`src/rtl/pipe_pkg.sv`:
```
// Shared pipeline definitions: branch funct3 codes, ALU compare opcodes and
// the memory/writeback control bundle carried across the EX/MEM boundary.
package pipe_pkg;

    localparam logic [2:0] BEQ  = 3'b000;
    localparam logic [2:0] BNE  = 3'b001;
    localparam logic [2:0] BLT  = 3'b100;
    localparam logic [2:0] BGE  = 3'b101;
    localparam logic [2:0] BLTU = 3'b110;
    localparam logic [2:0] BGEU = 3'b111;

    localparam logic [3:0] EQUAL = 4'b1000;
    localparam logic [3:0] LESS  = 4'b1100;

    typedef struct packed {
        logic reg_write;
        logic mem_read;
        logic mem_write;
        logic mem_to_reg;
    } ex_mem_ctrl_t;

    // The ALU already computed Equal or Less; the branch only picks a polarity.
    function automatic logic branch_cond(input logic [2:0] funct3, input logic result_lsb);
        logic cond;
        case (funct3)
            BEQ, BLT, BLTU: cond = result_lsb;
            BNE, BGE, BGEU: cond = ~result_lsb;
            default:        cond = 1'b0;
        endcase
        return cond;
    endfunction

endpackage

```
`src/rtl/branch_resolve.sv`:
```
// Combinational control-flow resolution: decides whether the EX instruction
// changes the PC and where it goes.
module branch_resolve
    import pipe_pkg::*;
#(
    parameter int DATA_WIDTH = 32,
    parameter int PC_WIDTH   = 32
) (
    input  logic [2:0]            funct3,
    input  logic                  result_lsb,
    input  logic [PC_WIDTH-1:0]   pc,
    input  logic [DATA_WIDTH-1:0] imm,
    input  logic [DATA_WIDTH-1:0] alu_result,
    input  logic                  jal,
    input  logic                  jalr,
    input  logic                  branch,
    output logic                  take,
    output logic [PC_WIDTH-1:0]   target
);

    logic [PC_WIDTH-1:0] imm_pc;
    logic [PC_WIDTH-1:0] jalr_pc;

    assign imm_pc  = PC_WIDTH'($signed(imm));
    assign jalr_pc = PC_WIDTH'(alu_result) & ~PC_WIDTH'(1);

    assign take   = jal | jalr | (branch & branch_cond(funct3, result_lsb));
    assign target = jalr ? jalr_pc : (pc + imm_pc);

endmodule

```
`src/rtl/ex_mem_stage.sv`:
```
// EX/MEM pipeline register with branch/jump resolution and a single-shot
// PC redirect that fires once even if the taken instruction sits under stall.
module ex_mem_stage
    import pipe_pkg::*;
#(
    parameter int DATA_WIDTH = 32,
    parameter int PC_WIDTH   = 32,
    parameter int REG_ADDR_W = 5
) (
    input  logic                  clk,
    input  logic                  reset,
    input  logic                  stall,
    input  logic                  flush,
    input  logic                  ex_valid,
    input  logic [DATA_WIDTH-1:0] ex_alu_result,
    input  logic [DATA_WIDTH-1:0] ex_rs2_data,
    input  logic [PC_WIDTH-1:0]   ex_pc,
    input  logic [DATA_WIDTH-1:0] ex_imm,
    input  logic [REG_ADDR_W-1:0] ex_rd,
    input  logic                  ex_reg_write,
    input  logic                  ex_mem_read,
    input  logic                  ex_mem_write,
    input  logic                  ex_mem_to_reg,
    input  logic                  ex_branch,
    input  logic                  ex_jal,
    input  logic                  ex_jalr,
    input  logic [2:0]            ex_funct3,
    output logic                  mem_valid,
    output logic [DATA_WIDTH-1:0] mem_result,
    output logic [DATA_WIDTH-1:0] mem_store_data,
    output logic [REG_ADDR_W-1:0] mem_rd,
    output logic                  mem_reg_write,
    output logic                  mem_mem_read,
    output logic                  mem_mem_write,
    output logic                  mem_mem_to_reg,
    output logic                  pc_redirect,
    output logic [PC_WIDTH-1:0]   pc_target,
    output logic                  flush_younger
);

    logic                  ev;
    logic                  take;
    logic [PC_WIDTH-1:0]   target;
    logic [PC_WIDTH-1:0]   link_pc;
    logic [DATA_WIDTH-1:0] result_next;
    ex_mem_ctrl_t          ctrl_next;

    logic                  valid_reg;
    logic [DATA_WIDTH-1:0] result_reg;
    logic [DATA_WIDTH-1:0] store_data_reg;
    logic [REG_ADDR_W-1:0] rd_reg;
    ex_mem_ctrl_t          ctrl_reg;
    logic                  redirect_done_reg;

    assign ev = ex_valid & ~flush;

    branch_resolve #(
        .DATA_WIDTH (DATA_WIDTH),
        .PC_WIDTH   (PC_WIDTH)
    ) u_branch_resolve (
        .funct3     (ex_funct3),
        .result_lsb (ex_alu_result[0]),
        .pc         (ex_pc),
        .imm        (ex_imm),
        .alu_result (ex_alu_result),
        .jal        (ex_jal),
        .jalr       (ex_jalr),
        .branch     (ex_branch),
        .take       (take),
        .target     (target)
    );

    // Reset gates the redirect directly so it is quiet regardless of EX inputs.
    assign pc_redirect   = ev & take & ~redirect_done_reg & ~reset;
    assign pc_target     = target;
    assign flush_younger = pc_redirect;

    assign link_pc     = ex_pc + PC_WIDTH'(4);
    assign result_next = (ex_jal | ex_jalr) ? DATA_WIDTH'(link_pc) : ex_alu_result;

    // Bubbles carry no write enables, so downstream never needs to check valid.
    always_comb begin
        ctrl_next            = '0;
        ctrl_next.reg_write  = ex_reg_write & ev;
        ctrl_next.mem_read   = ex_mem_read & ev;
        ctrl_next.mem_write  = ex_mem_write & ev;
        ctrl_next.mem_to_reg = ex_mem_to_reg;
    end

    always_ff @(posedge clk) begin
        if (reset) begin
            valid_reg      <= 1'b0;
            result_reg     <= '0;
            store_data_reg <= '0;
            rd_reg         <= '0;
            ctrl_reg       <= '0;
        end else if (!stall) begin
            valid_reg      <= ev;
            result_reg     <= result_next;
            store_data_reg <= ex_rs2_data;
            rd_reg         <= ex_rd;
            ctrl_reg       <= ctrl_next;
        end
    end

    // Remembers that the held EX instruction already redirected; forgotten once EX moves on.
    always_ff @(posedge clk) begin
        if (reset || !stall) begin
            redirect_done_reg <= 1'b0;
        end else if (pc_redirect) begin
            redirect_done_reg <= 1'b1;
        end
    end

    assign mem_valid      = valid_reg;
    assign mem_result     = result_reg;
    assign mem_store_data = store_data_reg;
    assign mem_rd         = rd_reg;
    assign mem_reg_write  = ctrl_reg.reg_write;
    assign mem_mem_read   = ctrl_reg.mem_read;
    assign mem_mem_write  = ctrl_reg.mem_write;
    assign mem_mem_to_reg = ctrl_reg.mem_to_reg;

endmodule

```
`config.mk`:
```
export PLATFORM = sky130hd
export DESIGN_NAME = ex_mem_stage
export DESIGN_NICKNAME = d
export VERILOG_FILES = /design/src/rtl/pipe_pkg.sv /design/src/rtl/branch_resolve.sv /design/src/rtl/ex_mem_stage.sv
export SDC_FILE = /design/constraint.sdc
export NUM_CORES = 1
export LEC_CHECK = 0
export ABC_AREA = 1
export CAP_MARGIN = 5
export CORE_ASPECT_RATIO = 1.25
export CORE_MARGIN = 10
export CORE_UTILIZATION = 40
export DETAILED_ROUTE_END_ITERATION = 6
export PLACE_DENSITY = 0.78
export SLEW_MARGIN = 30
export SYNTH_ARGS = -nofsm -noshare
export SYNTH_HDL_FRONTEND = slang
export SYNTH_SLANG_ARGS = --single-unit
```
`constraint.sdc`:
```
create_clock -name clk -period 2.65 [get_ports clk]
set_clock_uncertainty 0.05 [all_clocks]
set_input_delay 0.6625 -clock clk [delete_from_list [all_inputs] [get_ports clk]]
set_output_delay 0.6625 -clock clk [all_outputs]
set_load 0.02 [all_outputs]
```
# Word level (Yosys, flattened, before mapping)
# Cells that the tools add are included.
classes:
  n_reduce_logical: 5
  muxes: 3
  eq_ne: 5
  addsub: 2
  bitwise: 14
ops:
  columns: ["op", "n"]
  rows:
  - ["2-to-1 mux 32 bit", 2]
  - ["adder 32 x 3 -> 32 bit, second input constant", 1]
  - ["adder 32 bit", 1]
  - ["== test 3 bit, second input constant", 4]
  - ["AND 1 bit", 8]
  - ["OR reduction 3 bit", 2]
  - ["NOT 1 bit", 4]
  - ["== test 3 x 1 -> 1 bit, second input constant", 1]
  - ["logical NOT 3 bit", 1]
  - ["bitwise OR 1 bit", 2]
  - ["one-hot mux 1 bit (2 select lines)", 1]
  - ["logical NOT 1 bit", 1]
  - ["logical OR 1 bit", 1]
totals:
  output_inout_bits: 108
  inputBits: 148
  elab_cells: 38
  reg_bits: 75

# Logic depth before layout (Yosys ltp)
# Gate-level depths: netlist of run 1.
depth:
  ltp_word: 8
  depth_mapped: 12
  ltp_nobuf: 12

# Modules after synthesis
# From an unflattened synthesis of run 1, not the netlist that was laid out.
hier_totals:
  cells_unflattened: 1083
  area_unflattened_um2: 6298.5
by_module_without_submodules:
  columns: ["module", "cells_per_inst", "area_each_um2", "n_inst", "seq_area_each_um2"]
  rows:
  - ["ex_mem_stage", 494, 3547.2, 1, 1501.4]
  - ["branch_resolve", 589, 2751.4, 1, 0.0]

# Least setup slack after synthesis of run 1
# OpenSTA, ideal clock, no wires.
synth_timing:
  path_kind: "input-to-output"
  startpoint: "in ex_pc[0]"
  endpoint: "out pc_target[12]"
  slack_ns: -0.422
  required_time_ns: 1.938
  path_stages: 8
  t_arrival_ns: 2.359
  path_cell_list: "ha_1 -> fa_1 -> nand3_1 -> nand3_1 -> nand3_1 -> nand3_1 -> xnor2_1 -> o21ai_0"
synth_via:
  elab_chain_len: 2
synth_rtl:
  columns: ["element", "line_no", "rtl"]
  rows:
  - ["from (decl)", "ex_mem_stage.sv:17", "input logic [PC_WIDTH-1:0] ex_pc,"]
  - ["adder 32 bit", "branch_resolve.sv:28", "assign target = jalr ? jalr_pc : (pc + imm_pc);"]
  - ["2-to-1 mux 32 bit", "branch_resolve.sv:28", null]
  - ["to (decl)", "ex_mem_stage.sv:37", "output logic [PC_WIDTH-1:0] pc_target,"]
# Every way passes these cells.

# Worst setup path in the final report of run 1
layout_timing:
  startpoint: "in ex_pc[0]"
  endpoint: "out pc_target[28]"
# Same word-level chain as after synthesis.

==> impl_metrics.yaml, run 1 <==
final_layout:
  fin_util_pct: 78.34
  layout.nets: 1636
  syn_to_final_growth_pct: 90.30
  fill_cells: 1114
  seqCellArea_mm2: 0.001501
  drive_above_1_share_pct: 37.15
  multi_input_area_mm2: 0.005429
cts:
  clk_root_buffer_cell: "clkbuf_16"
  hold_buffers: 0
  ctsHtreeMaxLevel: 3
  clk_latency_ns: 0.32
  clockBufferDepth: 2
  cts_num_sinks: 75
  path_clk_slew_ns: 0.06
  cts_tree: "built"
  cts-buffers-inserted: 9
pwr:
  power_density_mw_per_mm2: 391.8
  p_leak_nw: 5.817
  ir_worst_vdd_mv: 0.2379
timing:
  max_freq_ghz: 0.3381
  layout_setup_ws_ns: -0.3077
  setup_viol: 28
  fin_crit_sh_pct: 111.6
  tightest_slew_ns: 0.3372
  max_slew_margin_pct: 77.52
  hold_viol_final: 0
  min_period_ns: 2.958
  rsz0062_at_grt: "true"
  drv_slew: 0
logic_synthesis:
  yosys-top-cells-area: "dfxtp_1, nand2_1, inv_1"
  ys_seq_area_share_pct: 24.09
  synth-warning-count: 0
  syn_nets: 1245
  synth_top_area_cell: "dfxtp_1"
  synth_flop_cell: "dfxtp_1"
  synth_cell_types: 38
  syn-mean-instance-area_um2: 5.857
  synthArstFlopShare_pct: 0
  synth_edf_count: 0
  yosys.cell_count.top_type: "nand2_1"
  synth_seq_cells: 75
  synth_area_mm2: 0.006232
  synth_common_cells: "nand2_1, inv_1, nor2_1"
  synthesis.instances: 1064
  synth_top_area_share_pct: 24.09
placement:
  pre_cts_ws_ns: -1.271
  io_buffers: 255
  place.gp.congestion: 0.9666
  hpwl_um: 23150
global_route:
  gr-usage-met2_pct: 47.39
  use_met1_pct: 30.12
  grt_pass1_wl_um: 45010
  grt_max_degree: 34
  grt_antenna_before_repair: 1
  grt_usage_pct: 26.29
  grt_use_met3_pct: 4.351
  grt.busiest_layer: "met2"
  grt-ovfl-total: 0
  grt_pass1_vias: 8459
hold_path:
  hold_class: "flop to flop"
detailed_routing:
  viasPerCell: 5.134
  drtPass1Iterations: 5
  wl_per_cell_um: 18.14
  vias: 8564
  drcViolationCount: 0
  final_antenna_net_count: 0
  routed_wl_um: 30260
  dr.first_iter.drc_count: 610
outcome:
  violations: "setup timing"
  run_status: "finished, violations left"
floorplanning:
  fp.dieW_um: 131.6
  initial_core_util_pct: 41.17
  rows: 50
  die_y_um: 159.6
  dieArea_mm2: 0.02100
  io_pins: 256
  core_area_mm2: 0.01514
worst_setup_path:
  cp-end-kind: "output pin"
  start_kind: "primary input"
  path_max_fanout: 4
  required_ns: 1.94
  crit_type: "primary input to output pin"
  arrival_ns: 2.25
job:
  max_cap_violations: 0
[layout make-up]
type	count	area share, %
timing repair buffer	408	31.75
multi-input combinational	801	45.77
tap	208	2.194
inverter	160	5.169
clock buffer	12	2.247
clock inverter	3	0.1793
antenna	1	0.02110
sequential	75	12.66
[critical path, stage by stage]
cell	delay, ns
buf_8	0.10
ha_4	0.15
fa_2	0.39
nand3_2	0.12
nand3_4	0.10
nand3_2	0.09
nand3_4	0.13
nand2_2	0.11
nand3_1	0.10
nand3_2	0.10
nand2_2	0.05
buf_6	0.12
[what timing repair did]
item | in CTS | in global routing
cloned | 1 | 0
resized for setup | 699 | 99
pin swaps | 155 | 87
endpoints found under the setup margin | 34 | 32
hold endpoints to repair | 0 | 0
setup buffers | 22 | 6
[report_power, final]
| part | switching [mW] | total, mW | internal (mW) |
|---|---|---|---|
| registers | 0.0363 | 1.24 | 1.20 |
| logic | 1.18 | 2.26 | 1.08 |
| clock network | 0.443 | 1.15 | 0.706 |
[cells in the final DEF, fill, tap and decap left out, types with 6 or more instances in the layout]
master / instances
o21ai_1: 14
buf_6: 49
o211ai_1: 6
clkdlybuf4s50_1: 158
nand2_1: 282
dfxtp_1: 75
nor2_1: 69
inv_2: 23
nor2_4: 19
inv_1: 131
a22o_1: 40
nand2_4: 41
nor2_2: 15
nand3_1: 40
buf_12: 6
nand3_2: 25
nand2_2: 76
a21oi_1: 14
a21oi_2: 14
nand3b_1: 7
xor2_1: 8
buf_4: 145
o21ai_0: 27
nand4_1: 12
buf_2: 29
or2_0: 7
clkbuf_16: 9
ha_4: 31
o21ai_2: 9
buf_8: 10
[metal layers]
| metal | vias to the layer above | wire (µm) |
|---|---|---|
| li1 | 4164 | - |
| met1 | 3954 | 11850 |
| met2 | 369 | 15220 |
| met3 | 77 | 2034 |
| met4 | 0 | 1145 |
| met5 | - | 0 |
[final timing paths]
check                          from           endpoint  slack, ns  depth (start not counted)
hold reg to reg      mem_result[17]     mem_result[17]       0.40                          2
setup / recovery           ex_pc[0]      pc_target[28]      -0.31                         12
setup reg to reg  redirect_done_reg  redirect_done_reg       1.82                          4
hold / removal       mem_result[17]     mem_result[17]       0.40                          2
[kinds of logic (layout without fill, tap and decap cells)]
group,Yosys count,count (layout),share of synthesized area (%)
other,0,1,0
flip-flops,75,75,24.09
XOR/XNOR,18,18,2.530
AO/OA/AOI/OAI,135,135,13.99
AND/OR/NAND/NOR,615,615,41.20
adder cells (fa/ha/maj),33,33,6.746
buffers and inverters,188,583,11.44
[per-stage QoR]
| stage | cell area (µm²) | power (mW) | setup TNS [ns] | hold slack (ns) | instances |
|---|---|---|---|---|---|
| after global placement | 10030 | 3.003 | -35.37 | 0.3868 | 1626 |
| after floorplan | 6295 | 2.077 | -0.008771 | 0.3830 | 1064 |
| final | 11860 | 4.647 | -6.040 | 0.3988 | 1668 |
| after global routing | 11860 | 4.857 | -7.661 | 0.4106 | 1668 |
| after CTS | 11530 | 4.529 | -4.567 | 0.4030 | 1663 |
| after detailed placement | 10030 | 3.013 | -35.43 | 0.3913 | 1626 |
Power figures use the tool's default switching activity.
==> run 2, diff against run 1 <==
Settings changed: CAP_MARGIN 5 to unset.
Clock period 2.65 ns to 2.5 ns, I/O delays scaled along.
==> impl_metrics.yaml, run 2 (same netlist as run 1, synthesis figures left out) <==
outcome:
  run_status: "finished, violations left"
  violations: "setup timing"
pwr:
  p_leak_nw: 5.781
  ir_worst_vdd_mv: 0.3064
  power_density_mw_per_mm2: 423.2
  power.total_mw: 5.038
detailed_routing:
  drtPass1Iterations: 5
  routed_wl_um: 31580
  viasPerCell: 5.209
  final_antenna_net_count: 0
  drcViolationCount: 0
  vias: 8704
  dr.first_iter.drc_count: 609
  wl_per_cell_um: 18.90
global_route:
  grt_pass1_wl_um: 45790
  grt-ovfl-total: 0
  grt_usage_pct: 26.89
  grt_max_degree: 41
  grt_antenna_before_repair: 0
  grt_pass1_vias: 8505
floorplanning:
  die_y_um: 159.6
  initial_core_util_pct: 41.17
  dieArea_mm2: 0.02100
  core_area_mm2: 0.01514
  rows: 50
  io_pins: 256
  fp.dieW_um: 131.6
timing:
  setup_viol: 29
  tightest_slew_ns: 0.3724
  layout_setup_ws_ns: -0.4178
  tns_ns: -8.777
  drv_slew: 0
  hold_viol_final: 0
  max_freq_ghz: 0.3427
  fin_crit_sh_pct: 116.7
  rsz0062_at_grt: "true"
  max_slew_margin_pct: 75.15
  whs_ns: 0.4003
  min_period_ns: 2.918
worst_setup_path:
  cp-end-kind: "output pin"
  required_ns: 1.82
  path_max_fanout: 4
  start_kind: "primary input"
  r2r_start: "redirect_done_reg"
  crit_type: "primary input to output pin"
  arrival_ns: 2.24
  cp-startpoint: "ex_pc[0]"
  worst-r2r-cell-count: 12
cts:
  ctsHtreeMaxLevel: 3
  clk_root_buffer_cell: "clkbuf_16"
  clk_latency_ns: 0.32
  cts_num_sinks: 75
  clockBufferDepth: 2
  cts_tree: "built"
  hold_buffers: 0
  path_clk_slew_ns: 0.06
  cts-buffers-inserted: 9
hold_path:
  hold_class: "flop to flop"
  min_path_cells: 2
  min_from: "mem_result[21]"
final_layout:
  drive_above_1_share_pct: 37.87
  syn_to_final_growth_pct: 91.03
  instances_no_fill: 1671
  finalInstanceArea_mm2: 0.01191
  diodes: 0
  multi_input_area_mm2: 0.005473
  final_common_cell: "nand2_1"
  layout.nets: 1639
  fill_cells: 1086
  seqCellArea_mm2: 0.001501
  mostFrequentLayoutCells: "nand2_1, clkdlybuf4s50_1, buf_4"
placement:
  io_buffers: 255
  place.gp.congestion: 0.9275
  place_inst: 1624
  hpwl_um: 22850
  placed_area_mm2: 0.01007
job:
  max_cap_violations: 0
==> run 2: what timing repair did <==
item	CTS	global route
setup buffers	23	11
pin swaps	161	85
endpoints found under the setup margin	34	34
resized for setup	695	98
==> run 2: worst max-delay path, stage by stage <==
cell,delay [ns]
buf_8,0.10
ha_4,0.16
fa_2,0.41
nand3_4,0.10
nand3_4,0.12
buf_4,0.17
buf_4,0.13
xnor2_1,0.11
o21ai_1,0.15
buf_4,0.17
==> run 2: per-stage QoR <==
stage / setup slack [ns] / util (%)
3_3_place_gp: -1.378 / 66.49
6_report: -0.4178 / 78.64
2_1_floorplan: -0.05976 / -
5_1_grt: -0.4654 / 78.64
3_5_place_dp: -1.396 / 66.49
4_1_cts: -0.3202 / 76.21
==> run 2: worst paths after layout <==
path                  endpoint  slack (ns)
max               pc_target[4]       -0.42
min             mem_result[21]        0.40
max reg2reg  redirect_done_reg        0.56
min reg2reg     mem_result[21]        0.40
==> run 2: report_power, final <==
group	switching, mW	leakage (nW)	internal [mW]
Combinational	1.28	5.02	1.13
Sequential	0.0417	0.619	1.27
Clock	0.506	0.146	0.808
Total	1.83	5.78	3.21
==> run 2: cell type report <==
| type | instances | area share, % |
|---|---|---|
| clock buffer | 10 | 2.007 |
| multi-input combinational | 801 | 45.97 |
| sequential | 75 | 12.61 |
| clock inverter | 6 | 0.5991 |
| timing repair buffer | 411 | 31.56 |
| inverter | 160 | 5.066 |
| tap | 208 | 2.186 |
==> run 2: metal layers <==
layer | share of wire [%] | up-vias | track usage [%]
li1 | - | 4162 | -
met1 | 38 | 4030 | 29.85
met5 | 0 | - | 0
met2 | 51 | 416 | 49.54
met3 | 6.5 | 96 | 4.256
met4 | 4.2 | 0 | 10.84
